File: src/rtl/uart_prog_loader.sv
// uart_prog_loader
//   Receives a program image over an 8N1 UART line and writes it into a
//   64-word x 16-bit program memory while holding the CPU.
//   Image format: 0xA5, N (1..64), N x {hi, lo}, checksum (XOR of all
//   hi/lo bytes).
//
// Parameters
//   CLK_HZ     input clock frequency in Hz
//   BAUD       serial bit rate; DIV = CLK_HZ/BAUD (truncated, minimum 4)
//
// Ports
//   CLOCK_50   system clock, rising edge
//   reset_n    asynchronous active-low reset
//   rx         UART receive line, idle high, LSB first
//   mem_addr   program-memory word address being written
//   mem_wdata  instruction word to write
//   mem_we     one-cycle write strobe
//   cpu_hold   high while an image is being loaded
//   load_done  sticky: last image loaded with a correct checksum
//   err        sticky: framing, length or checksum error
//   word_count words written in the current or last load (0..64)
module uart_prog_loader #(
    parameter int CLK_HZ = 50000000,
    parameter int BAUD   = 115200
) (
    input  logic        CLOCK_50,
    input  logic        reset_n,
    input  logic        rx,
    output logic [5:0]  mem_addr,
    output logic [15:0] mem_wdata,
    output logic        mem_we,
    output logic        cpu_hold,
    output logic        load_done,
    output logic        err,
    output logic [6:0]  word_count
);

    localparam int DIV_RAW = CLK_HZ / BAUD;
    localparam int DIV     = (DIV_RAW < 4) ? 4 : DIV_RAW;
    localparam int HALF    = DIV / 2;
    localparam int CW      = $clog2(DIV);

    localparam logic [7:0] SYNC_BYTE = 8'hA5;
    localparam logic [6:0] MAX_WORDS = 7'd64;

    // ------------------------------------------------------------------
    // Input synchronizer and falling-edge detect
    // ------------------------------------------------------------------
    logic [1:0] rx_sync;
    logic       rx_prev;
    logic       rx_s;

    assign rx_s = rx_sync[1];

    always_ff @(posedge CLOCK_50 or negedge reset_n) begin
        if (!reset_n) begin
            rx_sync <= 2'b11;
            rx_prev <= 1'b1;
        end else begin
            // NOTE: non-blocking assignments make both flops sample the
            // pre-edge values, giving a true two-stage shift register.
            rx_sync <= {rx_sync[0], rx};
            rx_prev <= rx_s;
        end
    end

    // ------------------------------------------------------------------
    // UART receiver
    // ------------------------------------------------------------------
    typedef enum logic [1:0] {
        R_IDLE,
        R_START,
        R_DATA,
        R_STOP
    } rx_state_t;

    rx_state_t      rx_state;
    logic [CW-1:0]  cnt;
    logic [2:0]     bit_idx;
    logic [7:0]     shreg;
    logic [7:0]     rx_byte;
    logic           byte_valid;
    logic           frame_err;

    always_ff @(posedge CLOCK_50 or negedge reset_n) begin
        if (!reset_n) begin
            rx_state   <= R_IDLE;
            cnt        <= '0;
            bit_idx    <= '0;
            shreg      <= '0;
            rx_byte    <= '0;
            byte_valid <= 1'b0;
            frame_err  <= 1'b0;
        end else begin
            byte_valid <= 1'b0;
            frame_err  <= 1'b0;
            case (rx_state)
                R_IDLE: begin
                    // Edge (not level) detect: after a bad stop bit the
                    // line may still be low and must not restart a frame.
                    if (rx_prev && !rx_s) begin
                        rx_state <= R_START;
                        cnt      <= '0;
                    end
                end
                R_START: begin
                    if (cnt == CW'(HALF - 1)) begin
                        cnt     <= '0;
                        bit_idx <= '0;
                        // A line already back high at mid-start was a glitch.
                        rx_state <= rx_s ? R_IDLE : R_DATA;
                    end else begin
                        cnt <= cnt + 1'b1;
                    end
                end
                R_DATA: begin
                    if (cnt == CW'(DIV - 1)) begin
                        cnt     <= '0;
                        shreg   <= {rx_s, shreg[7:1]};
                        bit_idx <= bit_idx + 3'd1;
                        if (bit_idx == 3'd7)
                            rx_state <= R_STOP;
                    end else begin
                        cnt <= cnt + 1'b1;
                    end
                end
                R_STOP: begin
                    if (cnt == CW'(DIV - 1)) begin
                        cnt      <= '0;
                        rx_state <= R_IDLE;
                        if (rx_s) begin
                            rx_byte    <= shreg;
                            byte_valid <= 1'b1;
                        end else begin
                            frame_err <= 1'b1;
                        end
                    end else begin
                        cnt <= cnt + 1'b1;
                    end
                end
                default: rx_state <= R_IDLE;
            endcase
        end
    end

    // ------------------------------------------------------------------
    // Loader FSM
    // ------------------------------------------------------------------
    typedef enum logic [2:0] {
        L_IDLE,
        L_LEN,
        L_HI,
        L_LO,
        L_CHK
    } ld_state_t;

    ld_state_t  ld_state;
    logic [6:0] remaining;
    logic [7:0] chk_acc;

    always_ff @(posedge CLOCK_50 or negedge reset_n) begin
        if (!reset_n) begin
            ld_state   <= L_IDLE;
            remaining  <= '0;
            chk_acc    <= '0;
            mem_addr   <= '0;
            mem_wdata  <= '0;
            mem_we     <= 1'b0;
            cpu_hold   <= 1'b0;
            load_done  <= 1'b0;
            err        <= 1'b0;
            word_count <= '0;
        end else begin
            mem_we <= 1'b0;
            if (frame_err) begin
                err      <= 1'b1;
                cpu_hold <= 1'b0;
                ld_state <= L_IDLE;
            end else if (byte_valid) begin
                case (ld_state)
                    L_IDLE: begin
                        if (rx_byte == SYNC_BYTE) begin
                            ld_state   <= L_LEN;
                            cpu_hold   <= 1'b1;
                            load_done  <= 1'b0;
                            err        <= 1'b0;
                            word_count <= '0;
                            chk_acc    <= '0;
                        end
                    end
                    L_LEN: begin
                        if (rx_byte == 8'd0 || rx_byte > {1'b0, MAX_WORDS}) begin
                            err      <= 1'b1;
                            cpu_hold <= 1'b0;
                            ld_state <= L_IDLE;
                        end else begin
                            remaining <= rx_byte[6:0];
                            ld_state  <= L_HI;
                        end
                    end
                    L_HI: begin
                        mem_wdata[15:8] <= rx_byte;
                        chk_acc         <= chk_acc ^ rx_byte;
                        ld_state        <= L_LO;
                    end
                    L_LO: begin
                        // The strobe lands one cycle later with the address
                        // of this word; word_count advances on the same edge.
                        mem_wdata[7:0] <= rx_byte;
                        chk_acc        <= chk_acc ^ rx_byte;
                        mem_we         <= 1'b1;
                        mem_addr       <= word_count[5:0];
                        word_count     <= word_count + 7'd1;
                        remaining      <= remaining - 7'd1;
                        ld_state       <= (remaining == 7'd1) ? L_CHK : L_HI;
                    end
                    L_CHK: begin
                        if (rx_byte == chk_acc)
                            load_done <= 1'b1;
                        else
                            err <= 1'b1;
                        cpu_hold <= 1'b0;
                        ld_state <= L_IDLE;
                    end
                    default: ld_state <= L_IDLE;
                endcase
            end
        end
    end

endmodule

File: config.mk
export PLATFORM = sky130hd
export DESIGN_NAME = uart_prog_loader
export DESIGN_NICKNAME = d
export VERILOG_FILES = /design/src/rtl/uart_prog_loader.sv
export SDC_FILE = /design/constraint.sdc
export NUM_CORES = 1
export LEC_CHECK = 0
export CORE_MARGIN = 1.5
export CORE_UTILIZATION = 60
export DETAILED_ROUTE_END_ITERATION = 7
export GPL_TIMING_DRIVEN = 0
export PLACE_DENSITY_LB_ADDON = 0.08
export REMOVE_ABC_BUFFERS = 1
export SYNTH_ARGS = -nofsm -noshare
export SYNTH_HDL_FRONTEND = slang
export SYNTH_SLANG_ARGS = --single-unit
File: constraint.sdc
create_clock -name CLOCK_50 -period 4.22 [get_ports CLOCK_50]
set_clock_uncertainty 0.05 [all_clocks]
set_input_delay 0.422 -clock CLOCK_50 [delete_from_list [all_inputs] [get_ports CLOCK_50]]
set_output_delay 0.422 -clock CLOCK_50 [all_outputs]
set_load 0.05 [all_outputs]
# After elaboration in Yosys (flattened, before gate mapping)

Index checks and enable logic that the tools add are counted.

Memories kept: 0
Bits in writable memories: 0
Bits in registers: 86
Word-level logic and storage cells: 127
ROM bits: 0
Input port bits: 3
Bits in latches: 0

Equal/unequal tests: 24
Bitwise operators: 2
$lt $le $gt $ge: 1
Reductions and logical operators: 28
Shift-type cells: 0
Mux-type cells: 48
Div/mod/pow operators: 0
Add/subtract/negate cells: 4
Multipliers: 0

Operator list:

| kind                                                           | count |
|---|---|
| one-hot mux 7 bit (2 select lines)                             | 2 |
| 2-to-1 mux 9 bit                                               | 3 |
| one-hot mux 9 bit (3 select lines)                             | 1 |
| 2-to-1 mux 1 bit                                               | 19 |
| 2-to-1 mux 3 bit                                               | 6 |
| inequality test 2 bit (second input constant)                  | 8 |
| one-hot mux 8 bit (2 select lines)                             | 1 |
| AND reduction 4 bit                                            | 4 |
| AND reduction 5 bit                                            | 3 |
| 2-to-1 mux 2 bit                                               | 7 |
| 2-to-1 mux 7 bit                                               | 2 |
| one-hot mux 3 bit (4 select lines)                             | 1 |
| AND reduction 3 bit                                            | 4 |
| nonzero test 2 bit                                             | 6 |
| adder 9 x 1 -> 9 bit (second input constant)                   | 1 |
| equality test 9 x 8 -> 1 bit (second input constant)           | 1 |
| equality test 9 bit (second input constant)                    | 1 |
| inequality test 3 bit (second input constant)                  | 3 |
| equality test 8 bit                                            | 1 |
| equality test 8 bit (second input constant)                    | 1 |
| greater-than comparator 8 x 7 -> 1 bit (second input constant) | 1 |
| zero test 8 bit                                                | 1 |
| 2-to-1 mux 8 bit                                               | 1 |
| one-hot mux 2 bit (4 select lines)                             | 1 |
| other kinds (22)                                               | 28 |

# Longest topological paths before layout

Gate-level depths: netlist of run 1.

Depth after elaboration: 6
Mapped depth: 9
Mapped depth without buffers: 7

# Least setup slack after synthesis of run 1

OpenSTA, ideal clock, no wires.

Kind: flip-flop to flip-flop
Start point: reg cnt[0]
End point: reg cnt[2]
Clock period less this slack: 2.095 ns
Arrival: 1.927 ns
Stages on the path, launching flop included: 9
Buffers on the path: 1
Path slack: 2.125 ns
Path through: dfrtp_1 > inv_1 > ha_1 > or4b_2 > o21ai_0 > mux2_2 > buf_4 > o21ai_0 > a21o_1

Cells in the longest elaborated chain, start to end: 3
Elaborated cells on any way between the ends: 6
Classes of those cells: add/sub: 1; eq/ne: 2; mux: 3

Ends and longest elaborated chain:

| element                                            | line          | source |
|---|---|---|
| start, declared                                    | 78            | `logic [CW-1:0] cnt;` |
| start signal, assigned                             | 113           | `cnt <= cnt + 1'b1;` |
| start signal, assigned                             | 124           | `cnt <= cnt + 1'b1;` |
| start signal, assigned                             | 138           | `cnt <= cnt + 1'b1;` |
| adder 9 x 1 -> 9 bit, or another cell as far along | 113, 124, 138 |  |
| 2-to-1 mux 9 bit, on equally long branches         | 117, 128, 107 |  |
| one-hot mux 9 bit (3 select lines) (*)             | 97            | `case (rx_state)` |

Mark *: on every way between the ends. The rest lies on a longest branch, timed or not.
A chain may end at the register's enable or synchronous reset.

# Worst setup path in the final report of run 1

Start point: reg byte_valid
End point: reg word_count[2]

Cells in the longest elaborated chain, start to end: 1

Ends and longest elaborated chain:

| element                       | line | source |
|---|---|---|
| start, declared               | 82   | `logic byte_valid;` |
| start signal, assigned        | 92   | `byte_valid <= 1'b0;` |
| start signal, assigned        | 95   | `byte_valid <= 1'b0;` |
| start signal, assigned        | 133  | `byte_valid <= 1'b1;` |
| AND reduction 4 bit (no line) | --   |  |
| end signal, assigned          | 213  | `word_count <= word_count + 7'd1;` |
| end, declared                 | 35   | `output logic [6:0] word_count` |

No other way between the ends.

==> metrics.yaml, run 1 <==
status:
  status: "finished, final reports clean"
global_route:
  track_usage_pct: 25.2
  grt_pass1_vias: 3169
  grt_pass1_wl_mm: 14.9
  grt_start_max_net_pins: 53
  grt_antenna_before_repair: 0
  grt-ovfl-total: 0
clock_network:
  cts.sinks: 86
  clock_latency_ns: 0.35
  cts_tree: "done"
  post_cts_buffers: 0
  cts-root-buf: "clkbuf_8"
  htreeDepth: 3
  clk_pin_slew_worst_paths_ns: 0.09
  numCtsBuffers: 9
  clockBufferDepth: 2
route:
  drt_iter0_markers: 236
  drc: 0
  via_per_inst: 6.05
  top_layer: "met4"
  wire_per_inst_um: 16.3
  routed_wirelength_mm: 8.61
  drt.antenna.violating_nets: 0
  wl_met3_um: 358
  wl_met2_mm: 4.21
  wl_met1_mm: 3.91
  dr.pass1.iters: 4
  num_vias: 3194
timing:
  slew_viol_final: 0
  finalSetupViolCount: 0
  tightest_slew_ns: 0.900
  setup-tns-final_ns: 0
  hold_violations: 0
  maxSlewHeadroom_pct: 39.8
  fmax_mhz: 319
  post-route-period-util_pct: 74.2
  rsz0062_at_grt: "false"
  period_needed_ns: 3.13
yosys:
  ys_types: 53
  ys.flop_type: "dfrtp_1"
  synthTopCellsByArea: "dfrtp_1 (50%), mux2_2 (6.7%), nand2_1 (5.6%)"
  yosys_warnings: 0
  netlist_instances: 419
  ys_seq_elements: 86
  synth_top_area_share_pct: 49.8
  synthArstFlopShare_pct: 100
  synth_edf_count: 0
  yosys.area.top_type: "dfrtp_1"
  ys_seq_area_share_pct: 51.6
  syn_area_um2: 4170
  syn-mean-instance-area_um2: 9.96
die:
  ios: 36
  die_y_um: 86.4
  initial_utilization_pct: 61.8
  num_rows: 30
  floorplan.die.width_um: 86.4
  die-area_um2: 7470
  coreArea_um2: 6760
final_layout:
  layout.nets: 454
  multiInputGateArea_um2: 1840
  fill_cells: 521
  layout-drive-gt1-share_pct: 11.8
  num_antenna_cells: 0
  final_cells: 528
  fin_area_um2: 4730
  area_growth_pct: 13.4
  final-seq-area_um2: 2160
setup_path:
  cp_max_fo: 24
  slowest_delay_ns: 0.81
  crit_top_cell: "o21ai_0"
  crit_type: "reg2reg"
  start_kind: "register"
  required_ns: 4.41
  cp.arrival_ns: 3.32
  cp.buffers_inverters: 1
  cp_slowest_cell: "inv_1"
  critical_path.top_delay_family: "simple AND/OR/NAND/NOR gates"
  end_kind: "register"
  path_cells: "nor2b_1 -> nand2_1 -> inv_1 -> a21oi_1 -> o21ai_0 -> o21ai_0"
power_and_ir_drop:
  seqPwrFrac_pct: 56.7
  comb_power_share_pct: 6.8
  netSwitchingFraction_pct: 24.3
  ir_drop_uv: 192
  powerDensity_nw_per_um2: 333
  p_int_mw: 1.20
  leakagePower_nw: 2.24
  power_frac_clock_pct: 36.5
  switchingPower_mw: 0.383
job:
  max-cap-violations: 0
place:
  dp_cells: 511
  port_buffers: 35
  gp_congestion: 0.835
  placed_area_um2: 4530
  hpwl_mm: 5.67
hold_path:
  worstHoldPathType: "reg2reg"
path summary, 6_finish.rpt:
kind | slack, ns | to | startpoint | depth (start not counted)
min in group asynchronous | 0.52 | remaining[2]$_DFFE_PN0P_ | reset_n | 2
worst min-delay path | 0.31 | rx_sync[1]$_DFF_PN1_ | rx_sync[0]$_DFF_PN1_ | 0
worst max-delay path | 1.09 | word_count[2]$_DFFE_PN0P_ | byte_valid$_DFF_PN0_ | 6
worst max register to register | 1.09 | word_count[2]$_DFFE_PN0P_ | byte_valid$_DFF_PN0_ | 6
max in group asynchronous | 2.95 | rx_sync[1]$_DFF_PN1_ | reset_n | 3
worst min register to register | 0.31 | rx_sync[1]$_DFF_PN1_ | rx_sync[0]$_DFF_PN1_ | 0
kinds of logic after synthesis:
family | after synthesis | share of synthesized area (%)
buf+inv | 41 | 4.35
xor+xnor | 2 | 0.420
flops | 86 | 51.6
compound gates | 90 | 13.3
fa+ha+maj | 8 | 2.40
simple gates | 165 | 20.6
mux | 27 | 7.22
worst register-to-register path, stage by stage, from the launching register on:
cell and delay, ns:
dfrtp_1 0.51, nor2b_1 0.49, nand2_1 0.68, inv_1 0.82, a21oi_1 0.16, o21ai_0 0.21, o21ai_0 0.10
power by group through the flow:
stage | clock, mW | sequential [mW] | combinational (mW)
6_report | 0.576 | 0.894 | 0.108
4_1_cts | 0.584 | 0.893 | 0.109
2_1_floorplan | 0 | 0.899 | 0.0746
5_1_grt | 0.618 | 0.900 | 0.123
3_5_place_dp | 0 | 0.909 | 0.107
3_3_place_gp | 0 | 0.908 | 0.101
sequential cells by signal, summed over array words and instances, names as in the netlist, named ones only:
name	cells
mem_wdata	16
cnt	9
chk_acc	8
rx_byte	8
shreg	8
remaining	7
word_count	7
mem_addr	6
bit_idx	3
ld_state	3
rx_sync	2
byte_valid	1
cpu_hold	1
err	1
frame_err	1
load_done	1
mem_we	1
rx_prev	1
rx_state	1
area by class of cell:
| type | instances | area share [%] |
|---|---|---|
| inverter | 17 | 1.35 |
| tap | 80 | 2.11 |
| sequential | 86 | 45.5 |
| timing repair buffer | 37 | 8.14 |
| clock inverter | 4 | 1.00 |
| multi-input combinational | 292 | 38.8 |
| clock buffer | 12 | 3.07 |
metal layers:
layer | vias to the layer above | track usage, %
met2 | 84 | 40.1
met5 | - | 0
met4 | 0 | 9.68
met3 | 11 | 4.76
met1 | 1575 | 34.5
li1 | 1524 | -
through the flow:
| stage | util (%) | hold slack (ns) | setup WS [ns] | power, mW |
|---|---|---|---|---|
| finish | 70.1 | 0.310 | 1.09 | 1.58 |
| global route | 70.1 | 0.311 | 0.676 | 1.64 |
| CTS | 70.1 | 0.307 | 1.07 | 1.59 |
| detailed placement | 67.1 | 0.298 | 1.12 | 1.02 |
| global placement | 66.7 | 0.296 | -0.411 | 1.01 |
| floorplan | - | 0.0764 | 2.02 | 0.974 |
layout by cell type, fill, tap and decap left out, types with 4 or more instances in the layout:
| cell | n |
|---|---|
| dfrtp_1 | 83 |
| nand2_1 | 62 |
| o21ai_0 | 41 |
| clkdlybuf4s50_1 | 34 |
| mux2_2 | 25 |
| nor2_1 | 24 |
| inv_1 | 17 |
| nand2b_1 | 16 |
| nand3_1 | 11 |
| nor3_1 | 10 |
| a21oi_1 | 10 |
| clkbuf_8 | 10 |
| a21o_1 | 8 |
| ha_1 | 8 |
| nor3b_1 | 6 |
| or3_1 | 6 |
| and3_1 | 6 |
| nor4_1 | 5 |
| o211ai_1 | 5 |
| nand4_1 | 5 |
| o41ai_1 | 4 |
cell usage after synthesis, types with 3 or more instances:
master,instances
mux2_2,25
nor4_1,5
a22oi_1,3
nand2b_1,16
dfstp_2,3
buf_2,4
o211ai_1,5
inv_1,17
clkbuf_1,16
dfrtp_1,83
nor3_1,10
nand2_1,62
o21ai_0,41
nand4_1,5
a21o_1,8
a31oi_1,3
nand3_1,11
or3_1,6
o41ai_1,4
a21oi_1,10
o2111ai_1,3
nor3b_1,6
ha_1,8
and3_1,6
nor2_1,24
what timing repair did:
action,in CTS,in global routing
endpoints found under the setup margin,0,0
resized for setup,0,0
endpoints found under the hold margin,28,0
hold buffers,1,0
No activity file was read; power rests on OpenSTA's default activity.
==> run 2: changes to the inputs <==
CORE_UTILIZATION = 58   (was 60)
clock period = 3 ns   (was 4.22 ns; I/O delays follow)
==> metrics.yaml, run 2 (synthesis gave the netlist of run 1 again) <==
power_and_ir_drop:
  p_int_mw: 1.83  # was 1.20 mW
  netSwitchingFraction_pct: 22.8  # was 24.3%
  total_power_mw: 2.37  # was 1.58 mW
  seqPwrFrac_pct: 53.1  # was 56.7%
  leakagePower_nw: 2.25  # was 2.24 nW
  comb_power_share_pct: 6.4  # was 6.8%
  switchingPower_mw: 0.540  # was 0.383 mW
  ir_drop_uv: 328  # was 192 uV
  powerDensity_nw_per_um2: 494  # was 333 nW/um2
  power_frac_clock_pct: 40.5  # was 36.5%
global_route:
  grt_pass1_vias: 2919  # was 3,169
  grt-ovfl-total: 0  # unchanged
  grt_antenna_before_repair: 0  # unchanged
  grt_pass1_wl_mm: 14.2  # was 14.9 mm
  grt_start_max_net_pins: 51  # was 53
  track_usage_pct: 23.7  # was 25.2%
die:
  die-area_um2: 7710  # was 7470 um2
  ios: 36  # unchanged
  die_y_um: 87.8  # was 86.4 um
  floorplan.die.width_um: 87.8  # was 86.4 um
  coreArea_um2: 6870  # was 6760 um2
  num_rows: 30  # unchanged
  initial_utilization_pct: 60.8  # was 61.8%
setup_path:
  critical_path.top_delay_family: "simple AND/OR/NAND/NOR gates"  # unchanged
  required_ns: 3.20  # was 4.41 ns
  cp.arrival_ns: 2.72  # was 3.32 ns
  cp_max_fo: 24  # unchanged
  path_cells: "nor2b_1 -> nand2_2 -> clkinvlp_4 -> a21oi_1 -> o21ai_0 -> o21ai_0"  # was nor2b_1 -> nand2_1 -> inv_1 -> a21oi_1 -> o21ai_0 -> o21ai_0
  slowest_delay_ns: 0.52  # was 0.81 ns
  cp.buffers_inverters: 1  # unchanged
  crit_top_cell: "o21ai_0"  # unchanged
  regToRegSetupSlack_ns: 0.48  # was 1.09 ns
  end_kind: "register"  # unchanged
  start_kind: "register"  # unchanged
  cp_slowest_cell: "dfrtp_1"  # was inv_1
  crit_type: "reg2reg"  # unchanged
final_layout:
  fin_area_um2: 4800  # was 4730 um2
  layout-drive-gt1-share_pct: 12.1  # was 11.8%
  largest_register: "mem_wdata"  # unchanged
  final_cells: 544  # was 528
  area_growth_pct: 15.0  # was 13.4%
  num_antenna_cells: 0  # unchanged
  largest_registers: "mem_wdata: 16 flops, cnt: 9 flops"  # unchanged
  final_util_pct: 69.9  # was 70.1%
  layout.nets: 454  # unchanged
  most-common-layout-cells: "dfrtp_1 (83), nand2_1 (61), o21ai_0 (41)"  # was dfrtp_1 (83), nand2_1 (62), o21ai_0 (41)
  final_common_cell: "dfrtp_1"  # unchanged
  largest_register_ffs: 16  # unchanged
clock_network:
  cts.sinks: 86  # unchanged
  clk_pin_slew_worst_paths_ns: 0.09  # about the same
  numCtsBuffers: 9  # unchanged
  cts-root-buf: "clkbuf_8"  # unchanged
  clockBufferDepth: 2  # unchanged
  post_cts_buffers: 0  # unchanged
  cts_tree: "done"  # unchanged
  htreeDepth: 3  # unchanged
  clock_latency_ns: 0.36  # was 0.35 ns
route:
  wl_met2_mm: 4.11  # was 4.21 mm
  via_per_inst: 5.81  # was 6.05
  drt_iter0_markers: 188  # was 236
  wl_met1_mm: 3.95  # was 3.91 mm
  wl_met3_um: 349  # was 358 um
  dr.pass1.iters: 4  # unchanged
  routed_wirelength_mm: 8.55  # was 8.61 mm
  drc: 0  # unchanged
  num_vias: 3158  # was 3,194
  wire_per_inst_um: 15.7  # was 16.3 um
  top_layer: "met4"  # unchanged
  drt.antenna.violating_nets: 0  # unchanged
timing:
  holdWs_ns: 0.307  # was 0.310 ns
  maxSlewHeadroom_pct: 50.7  # was 39.8%
  slew_viol_final: 0  # unchanged
  finalSetupViolCount: 0  # unchanged
  fin_ws_ns: 0.476  # was 1.09 ns
  tightest_slew_ns: 0.732  # was 0.900 ns
  rsz0062_at_grt: "false"  # unchanged
  setup-tns-final_ns: 0  # unchanged
  post-route-period-util_pct: 84.1  # was 74.2%
  period_needed_ns: 2.52  # was 3.13 ns
  hold_violations: 0  # unchanged
  fmax_mhz: 396  # was 319 MHz
job:
  max-cap-violations: 0  # unchanged
hold_path:
  worstHoldPathType: "in2reg"  # was reg2reg
place:
  placed_area_um2: 4550  # was 4530 um2
  hpwl_mm: 5.75  # was 5.67 mm
  gp_congestion: 0.851  # was 0.835
  dpl_worst_slack_ns: -0.0269  # was 1.12 ns
  port_buffers: 35  # unchanged
  dp_cells: 527  # was 511
status:
  status: "finished, final reports clean"  # unchanged
run 2: cell count changes in the layout (fill, tap and decap cells not counted):
cell | before | now
bufinv_16 | 1 | 3
inv_1 | 17 | 16
nand2_1 | 62 | 61
clkinv_2 | 2 | 0
clkbuf_8 | 10 | 9
nand2_2 | 0 | 1
clkbuf_1 | 2 | 3
clkinvlp_4 | 1 | 2
run 2: power groups by stage:
stage,Clock (mW),Sequential (mW),Combinational (mW)
3_5_place_dp,0,1.28,0.155
5_1_grt,1.01,1.27,0.177
3_3_place_gp,0,1.28,0.141
6_report,0.960,1.26,0.152
2_1_floorplan,0,1.26,0.105
4_1_cts,0.973,1.26,0.156
run 2: repair_timing:
item	in CTS	in global routing
gates resized for setup	1	1
hold buffers	1	0
hold endpoints to repair	36	0
endpoints found under the setup margin	1	4
run 2: worst paths after layout:
check,to,cells after the start,start
setup reg to reg,word_count[2]$_DFFE_PN0P_,6,byte_valid$_DFF_PN0_
min in group asynchronous,remaining[5]$_DFFE_PN0P_,2,reset_n
hold / removal,rx_sync[0]$_DFF_PN1_,1,rx
max in group asynchronous,rx_sync[0]$_DFF_PN1_,3,reset_n
hold reg to reg,rx_sync[1]$_DFF_PN1_,0,rx_sync[0]$_DFF_PN1_
setup / recovery,word_count[2]$_DFFE_PN0P_,6,byte_valid$_DFF_PN0_
run 2: metal layers:
metal,GRT usage [%],vias to the layer above
li1,-,1531
met4,9.96,0
met2,36.6,64
met5,0,-
met1,33.4,1546
met3,3.68,17
run 2: layout make-up:
| class | count | area, um2 |
|---|---|---|
| sequential | 86 | 2160 |
| fill | 523 | 2070 |
| multi-input combinational | 292 | 1840 |
| timing repair buffer | 37 | 385 |
| clock buffer | 12 | 135 |
| tap | 96 | 120 |
| clock inverter | 4 | 97.6 |
| inverter | 17 | 67.6 |
